**config.mk**
```make
export PLATFORM = sky130hd
export DESIGN_NAME = if_stage_ctrl
export DESIGN_NICKNAME = d
export VERILOG_FILES = /design/src/rtl/riscv_pipe_pkg.sv /design/src/rtl/fetch_perf_counters.sv /design/src/rtl/if_stage_ctrl.sv
export SDC_FILE = /design/constraint.sdc
export NUM_CORES = 1
export LEC_CHECK = 0
export BUFFER_PORTS_ARGS = -buffer_cell sky130_fd_sc_hd__buf_2
export CAP_MARGIN = 20
export CELL_PAD_IN_SITES_DETAIL_PLACEMENT = 1
export CELL_PAD_IN_SITES_GLOBAL_PLACEMENT = 2
export CORE_MARGIN = 2
export CORE_UTILIZATION = 31
export CTS_CLUSTER_DIAMETER = 100
export DETAILED_ROUTE_END_ITERATION = 10
export PLACE_DENSITY = 0.95
export SYNTH_ARGS = -nofsm -noshare
export SYNTH_HDL_FRONTEND = slang
export SYNTH_HIERARCHICAL = 1
export SYNTH_SLANG_ARGS = --single-unit
```
**constraint.sdc**
```tcl
create_clock -name clk -period 4.27 [get_ports clk]
set_input_delay 0 -clock clk [delete_from_list [all_inputs] [get_ports clk]]
set_output_delay 0 -clock clk [all_outputs]
set_load 0.02 [all_outputs]
```
**src/rtl/riscv_pipe_pkg.sv**
```systemverilog
// riscv_pipe_pkg: shared constants, IF/ID record and fetch FSM encoding for the RV32I pipeline
package riscv_pipe_pkg;
    localparam int PIPE_XLEN = 32;
    localparam logic [31:0] NOP_INSTR = 32'h0000_0013;
    localparam logic [6:0] OP_LUI    = 7'b0110111;
    localparam logic [6:0] OP_AUIPC  = 7'b0010111;
    localparam logic [6:0] OP_JAL    = 7'b1101111;
    localparam logic [6:0] OP_JALR   = 7'b1100111;
    localparam logic [6:0] OP_B_TYPE = 7'b1100011;
    localparam logic [6:0] OP_LOAD   = 7'b0000011;
    localparam logic [6:0] OP_STORE  = 7'b0100011;
    localparam logic [6:0] OP_I_TYPE = 7'b0010011;
    localparam logic [6:0] OP_R_TYPE = 7'b0110011;

    typedef enum logic {BOOT, RUN} fetch_state_e;

    typedef struct packed {
        logic [PIPE_XLEN-1:0] pc;
        logic [PIPE_XLEN-1:0] pc4;
        logic [31:0]          instr;
        logic                 valid;
    } if_id_t;
endpackage

```
**src/rtl/fetch_perf_counters.sv**
```systemverilog
// fetch_perf_counters: saturating stall-cycle and flush-event counters for the fetch stage
module fetch_perf_counters (
    input  logic        clk,
    input  logic        reset_n,
    input  logic        stall_inc,
    input  logic        flush_inc,
    output logic [31:0] stall_cycles,
    output logic [31:0] flush_count
);
    logic [31:0] stall_q, stall_d, flush_q, flush_d;

    always_comb begin
        stall_d = (stall_inc && stall_q != '1) ? stall_q + 32'd1 : stall_q;
        flush_d = (flush_inc && flush_q != '1) ? flush_q + 32'd1 : flush_q;
    end

    always_ff @(posedge clk or negedge reset_n) begin
        if (!reset_n) begin
            stall_q <= '0;
            flush_q <= '0;
        end else begin
            stall_q <= stall_d;
            flush_q <= flush_d;
        end
    end

    assign stall_cycles = stall_q;
    assign flush_count  = flush_q;
endmodule

```
**src/rtl/if_stage_ctrl.sv**
```systemverilog
// if_stage_ctrl: PC register, next-PC select and IF/ID pipeline register.
// Define FETCH_PERF_EN to add the stall/flush performance counters.
module if_stage_ctrl
    import riscv_pipe_pkg::*;
#(
    parameter int              XLEN     = 32,
    parameter logic [XLEN-1:0] RESET_PC = '0
) (
    input  logic            clk,
    input  logic            reset_n,
    input  logic            stall,
    input  logic            flush,
    input  logic            branch_taken,
    input  logic [XLEN-1:0] alu_target,
    output logic [XLEN-1:0] imem_addr,
    input  logic [31:0]     imem_rdata,
    output logic [XLEN-1:0] pc,
    output logic [XLEN-1:0] IF_ID_pc,
    output logic [XLEN-1:0] IF_ID_pc4,
    output logic [31:0]     IF_ID_instr,
    output logic            IF_ID_valid,
    output logic            misalign_err
`ifdef FETCH_PERF_EN
   ,output logic [31:0]     perf_stall_cycles,
    output logic [31:0]     perf_flush_count
`endif
);
    fetch_state_e    state_q, state_d;
    logic [XLEN-1:0] pc_q, pc_d, pc_plus4;
    if_id_t          if_id_q, if_id_d;
    logic            mis_q, mis_d;
    logic            run;

    assign run = state_q == RUN;

    // BOOT ignores hazard inputs; pc_q already equals RESET_PC there, so the plain fetch path is the boot fetch
    always_comb begin
        pc_plus4 = pc_q + XLEN'(4);
        state_d  = RUN;
        pc_d     = (run && branch_taken) ? {alu_target[XLEN-1:2], 2'b00} :
                   (run && stall)        ? pc_q : pc_plus4;
        mis_d    = mis_q | (run & branch_taken & (|alu_target[1:0]));
        if_id_d  = (run && flush) ? if_id_t'{pc: '0, pc4: '0, instr: NOP_INSTR, valid: 1'b0} :
                   (run && stall) ? if_id_q :
                                    if_id_t'{pc: pc_q, pc4: pc_plus4, instr: imem_rdata, valid: 1'b1};
    end

    always_ff @(posedge clk or negedge reset_n) begin
        if (!reset_n) begin
            state_q <= BOOT;
            pc_q    <= RESET_PC;
            if_id_q <= if_id_t'{pc: '0, pc4: '0, instr: NOP_INSTR, valid: 1'b0};
            mis_q   <= 1'b0;
        end else begin
            state_q <= state_d;
            pc_q    <= pc_d;
            if_id_q <= if_id_d;
            mis_q   <= mis_d;
        end
    end

    assign imem_addr    = pc_q;
    assign pc           = pc_q;
    assign IF_ID_pc     = if_id_q.pc;
    assign IF_ID_pc4    = if_id_q.pc4;
    assign IF_ID_instr  = if_id_q.instr;
    assign IF_ID_valid  = if_id_q.valid;
    assign misalign_err = mis_q;

`ifdef FETCH_PERF_EN
    fetch_perf_counters u_perf (
        .clk          (clk),
        .reset_n      (reset_n),
        .stall_inc    (run & stall & ~flush),
        .flush_inc    (run & flush),
        .stall_cycles (perf_stall_cycles),
        .flush_count  (perf_flush_count)
    );
`endif
endmodule
```
; After elaboration in Yosys (flattened, before gate mapping)
; Cells that the tools add are included.
[classes]
bitwise_logic = 3
mux = 4
n_eq_ne = 2
reduce_logical = 4
addsub = 1
[ops]
columns = operator, n
row1 = 2-to-1 mux 97 bit, 2
row2 = 2-to-1 mux 32 bit, 2
row3 = "adder 32 x 3 -> 32 bit, second input constant", 1
row4 = "!= test 2 bit, second input constant", 2
row5 = logical AND 1 bit, 3
row6 = AND 1 bit, 2
row7 = OR reduction 2 bit, 1
row8 = OR 1 bit, 1
[totals]
elab_cells = 21
output_inout_bits = 162
reg_bits = 131
input_bits = 69

; Logic depth before layout (Yosys ltp)
[depth]
depth_word = 3
mapped_depth = 8
mapped_depth_nobuf = 6

; Least setup slack after synthesis
; No wires, ideal clock.
[synth_path]
path_kind = register -> register
from = register pc_q[2] (netlist: imem_addr[2])
to = register pc_q[30] (netlist: imem_addr[30])
setup_time_ns = 0.076
arrival_ns = 1.928
synth_period_minus_slack_ns = 2.004
required_time_ns = 4.194
slack_ns = 2.266
stages_incl_launch_ff = 8
n_path_buf = 1
path_cell_list = dfrtp_1 > ha_1 > nand3_2 > nor2_2 > buf_2 > nand3_2 > o31a_1 > o21ai_1
[synth_between]
elab_chain_cells = 3
[synth_lines]
columns = item, line_no
row1 = from (decl), if_stage_ctrl.sv:29  ; logic [XLEN-1:0] pc_q, pc_d, pc_plus4;
row2 = from (signal assigned), if_stage_ctrl.sv:56  ; pc_q <= pc_d;
row3 = adder 32 x 3 -> 32 bit, if_stage_ctrl.sv:38  ; pc_plus4 = pc_q + XLEN'(4);
row4 = 2-to-1 mux 32 bit, if_stage_ctrl.sv:41  ; (run && stall) ? pc_q : pc_plus4;
row5 = 2-to-1 mux 32 bit, if_stage_ctrl.sv:40  ; pc_d = (run && branch_taken) ? {alu_target[XLEN-1:2], 2'b00} :
; Every way passes these cells. The select of a mux whose other input is x is not followed.
; A chain may end at the register's enable or synchronous reset.

; Worst setup path after layout
[layout_path]
from = register pc_q[15] (netlist: imem_addr[15])
to = register pc_q[31] (netlist: imem_addr[31])
; Same word-level chain as after synthesis.

==> impl_metrics.yaml <==
outcome:
  status: "finished, final reports clean"
cells_and_area:
  multi_input_area_um2: 2233
  area_growth_pct: 40.31
  finalNetCount: 886
  regArea_um2: 3157
  final_cell_mix: "buf_2, dfrtp_1, nand2_1"
  nFillCells: 2175
  layout_commonest_cell: "buf_2"
  design_area_um2: 8227
  drive_above_1_share_pct: 34.26
  diodes: 0
sta:
  rsz0062_at_grt: "no"
  slew_viol_final: 0
  finalHoldViolCount: 0
  tightestPinTransition_ns: 1.067
  timing.fmax_ghz: 0.3820
  fin_worst_skew_ns: 0.01025
  tns_ns: 0
  setup_violations: 0
  relSlewSlack_pct: 28.59
  fin_crit_ns: 2.618
  finalWorstSetupSlack_ns: 1.652
  fin_crit_sh_pct: 61.31
synthesis:
  synth_compound_area_share_pct: 19.48
  avgSynthCellArea_um2: 10.21
  ys_types: 47
  seq_area_frac_synth_pct: 53.84
  synth_top_family_by_area: "compound AO/OA/AOI/OAI gates"
  syn-cell-area_um2: 5863
  ys.flop_type: "dfrtp_1"
  synthMuxAreaShare_pct: 0.5122
  syn_inst: 574
  synth_xor_area_share_pct: 4.183
  yosys.area_share.simple_pct: 13.02
  yosysWarnings: 6
  synth_edf_count: 0
  synth_seq_cells: 126
  synth_fa_ha_area_share_pct: 0.2134
  ys_async_sr_fraction_pct: 100.0
worst_setup_path:
  endpoint_kind: "flop"
  r2r_start: "imem_addr[15]$_DFFE_PN0P_"
  cp.required_ns: 4.60
  r2r_end: "imem_addr[31]$_DFFE_PN0P_"
  reg2reg_depth: 5
  startpoint_type: "flop"
  worstPathCellList: "and3_1, nor4b_4, nand4_1, or3_1, o211ai_1"
  critPathKind: "reg2reg"
  critPathMaxFanout: 13
  critPathLaunch: "imem_addr[15]$_DFFE_PN0P_"
  arrival_ns: 2.95
  crit_slowest_cell: "nor4b_4"
  r2r_slack_ns: 1.65
  worst_path_largest_cell_delay_ns: 0.86
placed_design:
  gp_congestion: 0.7675
  dp_hpwl_um: 13010
  port_buffers: 226
  pre_cts_slack_ns: 1.665
  placed_area_um2: 6923
power_and_ir_drop:
  p_per_area_nw_per_um2: 504.8
  p_clk_share_pct: 37.9
  p_comb_share_pct: 24.3
  ir_drop_mv: 0.2614
  power.internal_mw: 2.729
  seq_power_share_pct: 37.8
  p_leak_nw: 3.998
  switching_share_pct: 34.28
  netSwitchingPower_mw: 1.424
  total_power_mw: 4.153
drt:
  drt_first_pass_iters: 5
  vias: 5343
  ant_nets: 0
  drt_wl_total_um: 20220
  detail_route.iter0.violations: 289
  drcViolationCount: 0
  wl_per_cell_um: 19.02
  via_per_inst: 5.026
hold_path:
  hold_path_depth: 5
  min_to: "imem_addr[22]$_DFFE_PN0P_"
  min_path_type: "in2reg"
  min-delay-start: "branch_taken"
clock_network:
  cts_tree: "done"
  cts_max_path_buffers: 2
  path_clk_slew_ns: 0.06
  ctsResizeCount: 0
  clock_latency_ns: 0.42
  cts_buffers: 17
  root_buffer: "clkbuf_16"
  h-tree-depth: 4
  clkSinkCount: 126
floorplan:
  die_w_um: 141.5
  dieArea_um2: 20030
  start_util_pct: 31.45
  die_y_um: 141.5
  fp-row-count: 50
  core_um2: 18640
  io_pins: 231
flow_run:
  cap_violations: 0
global_route:
  antenna_found_initial: 0
  grt_max_degree: 97
  grt_pass1_vias: 5548
  groute.usage.overall_pct: 20.29
  grt-ovfl-total: 0
  grt_pass1_wl_um: 31710
## area by class of cell
class                           count  share of cell area [%]
Clock inverter                     15                   2.525
Sequential cell                   126                   38.37
Multi-Input combinational cell    361                   27.15
Timing Repair Buffer              300                   22.77
Clock buffer                       17                   5.171
Tap cell                          234                   3.559
Inverter                           10                  0.4563
## critical path: cells and delay by family (launching register included)
family           cells  cell delay (ns)
AND/OR/NAND/NOR      4             1.88
flip-flops           1             0.55
AO/OA/AOI/OAI        1             0.10
## power by group through the flow
stage	clock network, mW	logic, mW	registers [mW]
finish	1.58	1.01	1.57
global route	1.66	1.08	1.60
CTS	1.61	1.02	1.57
detailed placement	0	0.956	1.59
global placement	0	0.947	1.58
floorplan	0	0.455	1.74
## worst max path at each step
stage | endpoint | slack (ns) | cells after the start
after floorplan | imem_addr[30]$_DFFE_PN0P_ | 2.27 | 7
after global placement | imem_addr[31]$_DFFE_PN0P_ | 1.72 | 5
after detailed placement | imem_addr[31]$_DFFE_PN0P_ | 1.66 | 5
after CTS | imem_addr[31]$_DFFE_PN0P_ | 1.65 | 5
after global routing | imem_addr[21]$_DFFE_PN0P_ | 1.44 | 5
final | imem_addr[31]$_DFFE_PN0P_ | 1.65 | 5
## metal layers
layer,up-vias,track usage (%),wire length (um)
met2,166,32.78,9762
met4,0,5.737,314
met5,-,0,0
met3,22,5.535,1122
met1,2678,26.89,9023
li1,2477,-,-
## kinds of logic (layout without fill, tap and decap cells)
family,after synthesis,after routing
xor gates and xnor gates,28,28
adders and majority gates,1,1
DFF,126,126
buffers and inverters,90,342
other,2,5
muxes,3,3
and+or+nand+nor,152,152
AOI/OAI and AO/OA,172,172
## state kept, by name (all words and copies together), names as in the netlist
register,cells
IF_ID_instr,32
IF_ID_pc4,31
IF_ID_pc,30
imem_addr,30
IF_ID_valid,1
misalign_err,1
run,1
## repair_timing
action / 4_1_cts / 5_1_grt
hold buffers: 67 / 0
endpoints found under the hold margin: 156 / 0
buffers inserted: 0 / 0
## Yosys cell counts, drive strengths merged (2+ instances only)
library cell | instances | share of area, %
a21oi | 23 | 2.0
conb | 2 | 0.13
o21ai | 65 | 5.5
nor3 | 3 | 0.26
dfstp | 3 | 1.3
buf | 52 | 6.2
nand2 | 77 | 5.0
o22ai | 7 | 0.75
o211ai | 3 | 0.38
and3 | 6 | 0.64
inv | 10 | 0.64
nand4 | 10 | 1.4
mux2i | 3 | 0.51
nor2 | 17 | 1.1
and2 | 3 | 0.32
a2bb2oi | 3 | 0.45
nor3b | 2 | 0.26
a31oi | 4 | 0.43
or3 | 8 | 0.85
xnor2 | 14 | 2.1
o22a | 4 | 0.60
a22o | 52 | 7.8
clkbuf | 28 | 1.8
or2 | 2 | 0.21
nor4 | 2 | 0.21
xor2 | 14 | 2.1
o31a | 5 | 0.75
nand3 | 20 | 2.3
dfrtp | 123 | 52
## metrics by stage
step	cells	util (%)	hold slack, ns
global route	1063	44.13	0.09745
detailed placement	964	37.13	0.1903
finish	1063	44.13	0.04486
CTS	1063	44.13	0.04295
global placement	964	37.13	0.1874
floorplan	577	-	-0.2956
Note: power is estimated with default switching activity, not from simulation.
